==> src/rtl/quad_encoder_decoder.sv <==
// quad_encoder_decoder
//   Front end for the rotary encoder. Each raw contact (A, B) is passed
//   through a 2-FF synchroniser and a stability-count debouncer. A
//   quadrature FSM runs on the debounced pair {A,B} and emits one-cycle
//   step strobes when a full detent-to-detent cycle completes.
//
//   Ports:
//     clk_i        system clock
//     rst_n_i      asynchronous active-low reset
//     a_i, b_i     raw encoder contacts (asynchronous, idle high)
//     a_db_o       debounced A level
//     b_db_o       debounced B level
//     step_up_o    one-cycle strobe per completed clockwise detent
//     step_down_o  one-cycle strobe per completed counter-clockwise detent
//     err_cnt_o    (ENC_ERR_CNT_EN only) saturating count of illegal
//                  both-bits-change events and entries into WAIT_IDLE
//
//   Optional feature macro: ENC_ERR_CNT_EN
module quad_encoder_decoder #(
    parameter int unsigned CLOCK_FREQ_MHZ = 100,
    parameter int unsigned DELAY_IN_US    = 55,
    parameter int unsigned DELAY_TICKS    = CLOCK_FREQ_MHZ * DELAY_IN_US,
    parameter int unsigned CNT_W          = $clog2(DELAY_TICKS + 1)
) (
    input  logic       clk_i,
    input  logic       rst_n_i,
    input  logic       a_i,
    input  logic       b_i,
    output logic       a_db_o,
    output logic       b_db_o,
    output logic       step_up_o,
    output logic       step_down_o
`ifdef ENC_ERR_CNT_EN
   ,output logic [7:0] err_cnt_o
`endif
);

    localparam logic [CNT_W-1:0] CNT_LAST = CNT_W'(DELAY_TICKS - 1);

    typedef enum logic [2:0] {
        IDLE,
        R1,
        R2,
        R3,
        L1,
        L2,
        L3,
        WAIT_IDLE
    } state_e;

    // Channel vectors: bit 1 = A, bit 0 = B, so db_q reads as the {A,B} pair.
    logic [1:0]       sync1_q;
    logic [1:0]       sync2_q;
    logic [1:0]       db_q;
    logic [1:0]       db_d;
    logic [CNT_W-1:0] cnt_q [2];
    logic [CNT_W-1:0] cnt_d [2];

    state_e           state_q;
    state_e           state_d;
    logic [1:0]       exp_pair;
    logic             illegal;
    logic             step_up_d;
    logic             step_up_q;
    logic             step_down_d;
    logic             step_down_q;

    // ------------------------------------------------------------------
    // Synchroniser + debounce
    // ------------------------------------------------------------------
    always_ff @(posedge clk_i or negedge rst_n_i) begin
        if (!rst_n_i) begin
            sync1_q <= '1;
            sync2_q <= '1;
            db_q    <= '1;
            for (int unsigned i = 0; i < 2; i++) begin
                cnt_q[i] <= '0;
            end
        end else begin
            sync1_q <= {a_i, b_i};
            sync2_q <= sync1_q;
            db_q    <= db_d;
            for (int unsigned i = 0; i < 2; i++) begin
                cnt_q[i] <= cnt_d[i];
            end
        end
    end

    // The counter only runs while the synced level disagrees with the
    // debounced one; any agreeing sample restarts it, and reaching the
    // last count commits the new level, so the counter never wraps.
    always_comb begin
        db_d = db_q;
        for (int unsigned i = 0; i < 2; i++) begin
            cnt_d[i] = '0;
            if (sync2_q[i] != db_q[i]) begin
                if (cnt_q[i] == CNT_LAST) begin
                    db_d[i] = sync2_q[i];
                end else begin
                    cnt_d[i] = cnt_q[i] + CNT_W'(1);
                end
            end
        end
    end

    // ------------------------------------------------------------------
    // Quadrature FSM
    // ------------------------------------------------------------------
    // Every state except WAIT_IDLE implies the pair it was entered on, so a
    // both-bits change is detected against that implied pair.
    always_comb begin
        case (state_q)
            R1, L3:  exp_pair = 2'b01;
            R2, L2:  exp_pair = 2'b00;
            R3, L1:  exp_pair = 2'b10;
            default: exp_pair = 2'b11;
        endcase
    end

    assign illegal = (state_q != WAIT_IDLE) && ((db_q ^ exp_pair) == 2'b11);

    always_ff @(posedge clk_i or negedge rst_n_i) begin
        if (!rst_n_i) begin
            state_q <= IDLE;
        end else begin
            state_q <= state_d;
        end
    end

    always_comb begin
        state_d = state_q;
        if (illegal) begin
            state_d = (db_q == 2'b11) ? IDLE : WAIT_IDLE;
        end else begin
            case (state_q)
                IDLE: begin
                    if (db_q == 2'b01)      state_d = R1;
                    else if (db_q == 2'b10) state_d = L1;
                end
                R1: begin
                    if (db_q == 2'b00)      state_d = R2;
                    else if (db_q == 2'b11) state_d = IDLE;
                end
                R2: begin
                    if (db_q == 2'b10)      state_d = R3;
                    else if (db_q == 2'b01) state_d = R1;
                end
                R3: begin
                    if (db_q == 2'b11)      state_d = IDLE;
                    else if (db_q == 2'b00) state_d = R2;
                end
                L1: begin
                    if (db_q == 2'b00)      state_d = L2;
                    else if (db_q == 2'b11) state_d = IDLE;
                end
                L2: begin
                    if (db_q == 2'b01)      state_d = L3;
                    else if (db_q == 2'b10) state_d = L1;
                end
                L3: begin
                    if (db_q == 2'b11)      state_d = IDLE;
                    else if (db_q == 2'b00) state_d = L2;
                end
                WAIT_IDLE: begin
                    if (db_q == 2'b11)      state_d = IDLE;
                end
                default: state_d = IDLE;
            endcase
        end
    end

    // Strobes are decided from the current state and pair, then registered,
    // so they appear in the cycle after the debounced pair returns to 11.
    always_comb begin
        step_up_d   = (state_q == R3) && (db_q == 2'b11);
        step_down_d = (state_q == L3) && (db_q == 2'b11);
    end

    always_ff @(posedge clk_i or negedge rst_n_i) begin
        if (!rst_n_i) begin
            step_up_q   <= 1'b0;
            step_down_q <= 1'b0;
        end else begin
            step_up_q   <= step_up_d;
            step_down_q <= step_down_d;
        end
    end

`ifdef ENC_ERR_CNT_EN
    logic [7:0] err_cnt_q;
    logic [7:0] err_cnt_d;
    logic       err_evt;

    // An illegal change that also lands in WAIT_IDLE is a single event.
    assign err_evt = illegal || ((state_d == WAIT_IDLE) && (state_q != WAIT_IDLE));

    always_comb begin
        err_cnt_d = err_cnt_q;
        if (err_evt && (err_cnt_q != 8'hFF)) begin
            err_cnt_d = err_cnt_q + 8'd1;
        end
    end

    always_ff @(posedge clk_i or negedge rst_n_i) begin
        if (!rst_n_i) begin
            err_cnt_q <= '0;
        end else begin
            err_cnt_q <= err_cnt_d;
        end
    end

    assign err_cnt_o = err_cnt_q;
`endif

    assign a_db_o      = db_q[1];
    assign b_db_o      = db_q[0];
    assign step_up_o   = step_up_q;
    assign step_down_o = step_down_q;

endmodule

==> config.mk <==
export PLATFORM = sky130hd
export DESIGN_NAME = quad_encoder_decoder
export DESIGN_NICKNAME = d
export VERILOG_FILES = /design/src/rtl/quad_encoder_decoder.sv
export SDC_FILE = /design/constraint.sdc
export NUM_CORES = 1
export LEC_CHECK = 0
export CAP_MARGIN = 20
export CORE_MARGIN = 3
export CORE_UTILIZATION = 60
export DETAILED_ROUTE_END_ITERATION = 12
export PLACE_DENSITY = 0.79
export SETUP_SLACK_MARGIN = 0.5
export SLEW_MARGIN = 20
export SYNTH_ARGS = -nofsm -noshare
export SYNTH_HDL_FRONTEND = slang
export SYNTH_SLANG_ARGS = --single-unit
==> constraint.sdc <==
create_clock -name clk_i -period 4.6 [get_ports clk_i]
set_input_delay 0.46 -clock clk_i [delete_from_list [all_inputs] [get_ports clk_i]]
set_output_delay 0.46 -clock clk_i [all_outputs]
set_load 0.005 [all_outputs]
* Word-level counts from Yosys, hierarchy flattened
Cells that the tools add are included.
** Operators by class
- Add/sub/neg operators :: 2
- Equality and inequality tests :: 19
- Multiplexer cells :: 20
- Bitwise operators :: 1
- Reductions and logical operators :: 11
** Operator list (number)
- two-way mux 13 bit :: 4
- two-way mux 3 bit :: 14
- adder 13 x 1 -> 13 bit (second input constant) :: 2
- equality test 13 bit (second input constant) :: 2
- case mux 3 bit (8 select lines) :: 1
- equality test 3 bit (second input constant) :: 4
- inequality test 4 bit (second input constant) :: 3
- equality test 2 bit (second input constant) :: 3
- equality test 3 x 2 -> 1 bit (second input constant) :: 2
- case mux 2 bit (3 select lines) :: 1
- OR reduction 2 bit :: 3
- AND reduction 2 bit :: 2
- equality test 3 x 1 -> 1 bit (second input constant) :: 1
- logical AND 1 bit :: 3
- logical NOT 3 bit :: 1
- inequality test 3 bit (second input constant) :: 1
- AND reduction 3 bit :: 1
- equality test 2 x 1 -> 1 bit (second input constant) :: 1
- logical NOT 2 bit :: 1
- inequality test 1 bit :: 2
- XOR 2 bit :: 1
** Word-level totals
- Register bits :: 37
- Output and inout port bits :: 4

* Depth between registers and ports, before layout
- Depth in word-level cells :: 8
- Gate-level depth with buffers :: 8
- Gate-level depth less buffers :: 6

* Worst setup path before layout
Ideal clock, no wire load.
- Path kind :: reg2reg
- From :: register state_q[1]
- To :: register state_q[2]
- Setup time :: 0.094 ns
- Data arrival time :: 2.245 ns
- Data required time :: 4.506 ns
- Setup slack :: 2.261 ns
- Stages on the path, launching flop included :: 9
- Cells stage by stage :: dfrtp_1 > clkbuf_1 > inv_1 > ha_1 > or3_1 > buf_6 > and3_4 > o32a_1 > a221oi_2
** Between the ends
- Word-level cells in the longest chain between the ends :: 8
- Elaborated cells between the ends (all ways) :: 22
** RTL lines
- start, declared :: RTL line 59 : state_e state_q;
- start signal, assigned :: RTL line 126 : state_q <= state_d;
- equality test 3 x 2 -> 1 bit (tied with other cells) :: RTL line 112, 135
- OR reduction 2 bit :: RTL line 112 : case (state_q)
- case mux 2 bit (3 select lines) :: RTL line 112
- XOR 2 bit :: RTL line 120 : assign illegal = (state_q != WAIT_IDLE) && ((db_q ^ exp_pair) == 2'b11);
- equality test 2 bit :: RTL line 120
- logical AND 1 bit :: RTL line 120
- inequality test 4 bit (no line)
- AND reduction 3 bit (no line)
Several ways; a longest one is shown, not always the timed one.
A chain may end at the register's enable or synchronous reset.

* Worst setup path after layout
- From :: register state_q[2]
- To :: register state_q[2]
Same word-level chain as after synthesis.

==> impl_metrics.json <==
{
  "status": "finished clean",
  "vias": 1622,
  "grt_pass1_wl_um": 6970,
  "rrSetupSlack_ns": 2.02,
  "dp_slack_ns": 2.13,
  "cp-end-kind": "flop",
  "numPortBuffers": 7,
  "synth_edf_count": 0,
  "seq_area_frac_synth": 0.452,
  "cts_buffers": 5,
  "cts.clk_slew.worst_paths_ns": 0.11,
  "cts_setup_buffers": 0,
  "period_minus_slack_ns": 2.58,
  "drv_slew": 0,
  "insertion_delay_ns": 0.33,
  "whs_path_depth": 0,
  "slew_headroom": 0.647,
  "slowest_delay_ns": 0.59,
  "drc": 0,
  "wirelength_um": 3850,
  "pin_count": 8,
  "design_area_sq_mm": 0.00220,
  "dp_hpwl_um": 2660,
  "clockBufferDepth": 2,
  "cp.required_ns": 4.85,
  "power.density_mw_per_mm2": 238,
  "synth_ff_type": "dfrtp_1",
  "synth_cells": 214,
  "die_w_um": 64.7,
  "drt_pass1_iterations": 4,
  "drive_above_1_share": 0.0955,
  "gp_congestion": 0.831,
  "ir_worst_vdd_mv": 0.185,
  "vias_per_cell": 6.14,
  "ys_types": 48,
  "setup_viol": 0,
  "period_share": 0.561,
  "worst_r2r_path_depth": 6,
  "cts_tree": "yes",
  "fmax_ghz": 0.388,
  "p_leak_nw": 0.841,
  "grt_start_max_net_pins": 38,
  "syn_nets": 223,
  "hold_end": "sync2_q[0]",
  "synth_seq_cells": 37,
  "timing.rr.end": "state_q[2]",
  "n_antenna_cell": 0,
  "critPathKind": "reg2reg",
  "ctsResizeCount": 0,
  "cts_hold_buf": 0,
  "std_cell_rows": 20,
  "start_util": 0.650,
  "antenna_found_initial": 0,
  "hold_path.startpoint": "sync1_q[0]",
  "core_region_area_sq_mm": 0.00318,
  "critPathLaunchType": "flop",
  "maxCapViolCount": 0,
  "fin_ws_ns": 2.02,
  "worstReg2RegStart": "state_q[2]",
  "clock_skew_ns": 0.00898,
  "critPathArrivalTime_ns": 2.83,
  "crit_chain": "clkinv_1, ha_1, or3_1, and3_4, o32a_1, a221oi_2",
  "async_flop_share": 1.00,
  "post_dp_cell_area_sq_mm": 0.00215,
  "grt_util_all_layers": 0.212,
  "hold_path.class": "reg2reg",
  "area_growth_pct": 6.42,
  "root_buffer": "clkbuf_4",
  "synth_area_per_cell_sq_um": 9.65,
  "final-hold-violation-count": 0,
  "cp_max_fo": 12,
  "wl_per_cell_um": 14.6,
  "setup_tns_ns": 0,
  "worst_pin_slew_ns": 0.529,
  "die_h_um": 64.7,
  "final_net_count": 228,
  "rsz0062_at_grt": "no",
  "cts_max_level": 2,
  "grt_pass1_vias": 1603,
  "detail-route-antenna-nets": 0,
  "dr.first_iter.drc_count": 198,
  "ys_warn_count": 0,
  "gr-total-overflow": 0,
  "cts_sinks": 37,
  "critPathSlowestCell": "dfrtp_1",
  "dieArea_sq_mm": 0.00418,
  "netlist_area_sq_mm": 0.00206
}
==> report_power, final <==
group	total, W	switching, W	internal [W]
Combinational	0.0000212	0.0000134	0.00000775
Clock	0.000164	0.000104	0.0000596
Sequential	0.000337	0.00000459	0.000333
Total	0.000522	0.000122	0.000400
==> worst max-delay path: cells and delay by family (launching register included) <==
kind                       cells  cell delay [ns]
AOI/OAI and AO/OA              2             0.57
adders and majority gates      1             0.33
buffers and inverters          1             0.35
DFF                            1             0.59
and+or+nand+nor                2             0.65
==> cells by family after synthesis <==
kind of cell               Yosys count  share of synthesized area
buffers and inverters               17                     0.0370
muxes                                1                    0.00545
xor gates and xnor gates            23                     0.0976
AOI/OAI and AO/OA                   31                      0.108
and+or+nand+nor                    100                      0.270
DFF                                 37                      0.452
adders and majority gates            5                     0.0303
==> sequential cells by signal, indices dropped and copies added, names as in the netlist <==
| register | flops |
|---|---|
| step_down_o | 1 |
| db_q | 2 |
| step_up_o | 1 |
| state_q | 3 |
| cnt_q | 26 |
| sync2_q | 2 |
| sync1_q | 2 |
==> cells in the final DEF, fill, tap and decap left out, types with 2 or more instances in the layout <==
| cell | n |
|---|---|
| nand4_1 | 3 |
| nand2b_1 | 3 |
| or3_1 | 4 |
| inv_1 | 6 |
| o32a_1 | 2 |
| o31ai_1 | 4 |
| o21ai_0 | 7 |
| dfrtp_1 | 31 |
| nor2_1 | 30 |
| clkdlybuf4s50_1 | 7 |
| ha_1 | 5 |
| or4b_1 | 2 |
| nand3_1 | 11 |
| dfstp_2 | 6 |
| nor2b_1 | 3 |
| and4_1 | 2 |
| a31oi_1 | 2 |
| nor4_1 | 2 |
| clkbuf_4 | 5 |
| and3b_1 | 2 |
| nor3b_1 | 3 |
| or2_1 | 2 |
| nand3b_1 | 3 |
| nor4bb_1 | 3 |
| nor3_1 | 11 |
| or2_2 | 2 |
| xor2_1 | 10 |
| nand2_1 | 9 |
| a21oi_1 | 5 |
| a32oi_1 | 2 |
| clkbuf_1 | 2 |
| xnor2_1 | 13 |
==> synth_stat cells, types with 3 or more instances <==
cell,n,area share
dfrtp_1,31,0.38
nor2_1,30,0.055
xnor2_1,13,0.055
nand3_1,11,0.027
nor3_1,11,0.027
xor2_1,10,0.042
nand2_1,9,0.016
o21ai_0,7,0.017
dfstp_2,6,0.076
inv_1,6,0.011
a21oi_1,5,0.012
clkbuf_1,5,0.0091
ha_1,5,0.030
buf_2,4,0.0097
o31ai_1,4,0.015
or3_1,4,0.012
nand2b_1,3,0.0091
nand3b_1,3,0.011
nand4_1,3,0.0091
nor2b_1,3,0.0091
nor3b_1,3,0.011
nor4bb_1,3,0.015
==> metrics by stage <==
step / total power, W / utilization / instances / hold WS (ns)
finish: 0.000522 / 0.691 / 264 / 0.353
global route: 0.000552 / 0.691 / 264 / 0.370
CTS: 0.000530 / 0.691 / 264 / 0.355
detailed placement: 0.000365 / 0.676 / 256 / 0.350
global placement: 0.000364 / 0.676 / 256 / 0.345
floorplan: 0.000353 / - / 214 / 0.164
==> final cells by class <==
type	instances	area, sq um
Multi-Input combinational cell	160	1050
Fill cell	238	981
Sequential cell	37	933
Timing Repair Buffer	8	77.6
Tap cell	44	55.1
Clock buffer	7	45.0
Inverter	7	26.3
Clock inverter	1	5.00
==> metal layers <==
metal | share of wire | global-route usage | up-vias
li1 | - | - | 776
met3 | 0.061 | 0.0607 | 4
met1 | 0.43 | 0.260 | 781
met4 | 0.0075 | 0.0765 | 0
met2 | 0.50 | 0.357 | 61
met5 | 0 | 0 | -
==> how the worst max path moves through the flow <==
stage	from	to	slack, ns
CTS	state_q[2]	state_q[2]	2.09
finish	state_q[2]	state_q[2]	2.02
detailed placement	state_q[2]	state_q[2]	2.13
global route	state_q[2]	state_q[2]	1.94
floorplan	state_q[1]	state_q[2]	2.26
global placement	state_q[2]	state_q[2]	2.24
Power figures use the tool's default switching activity.
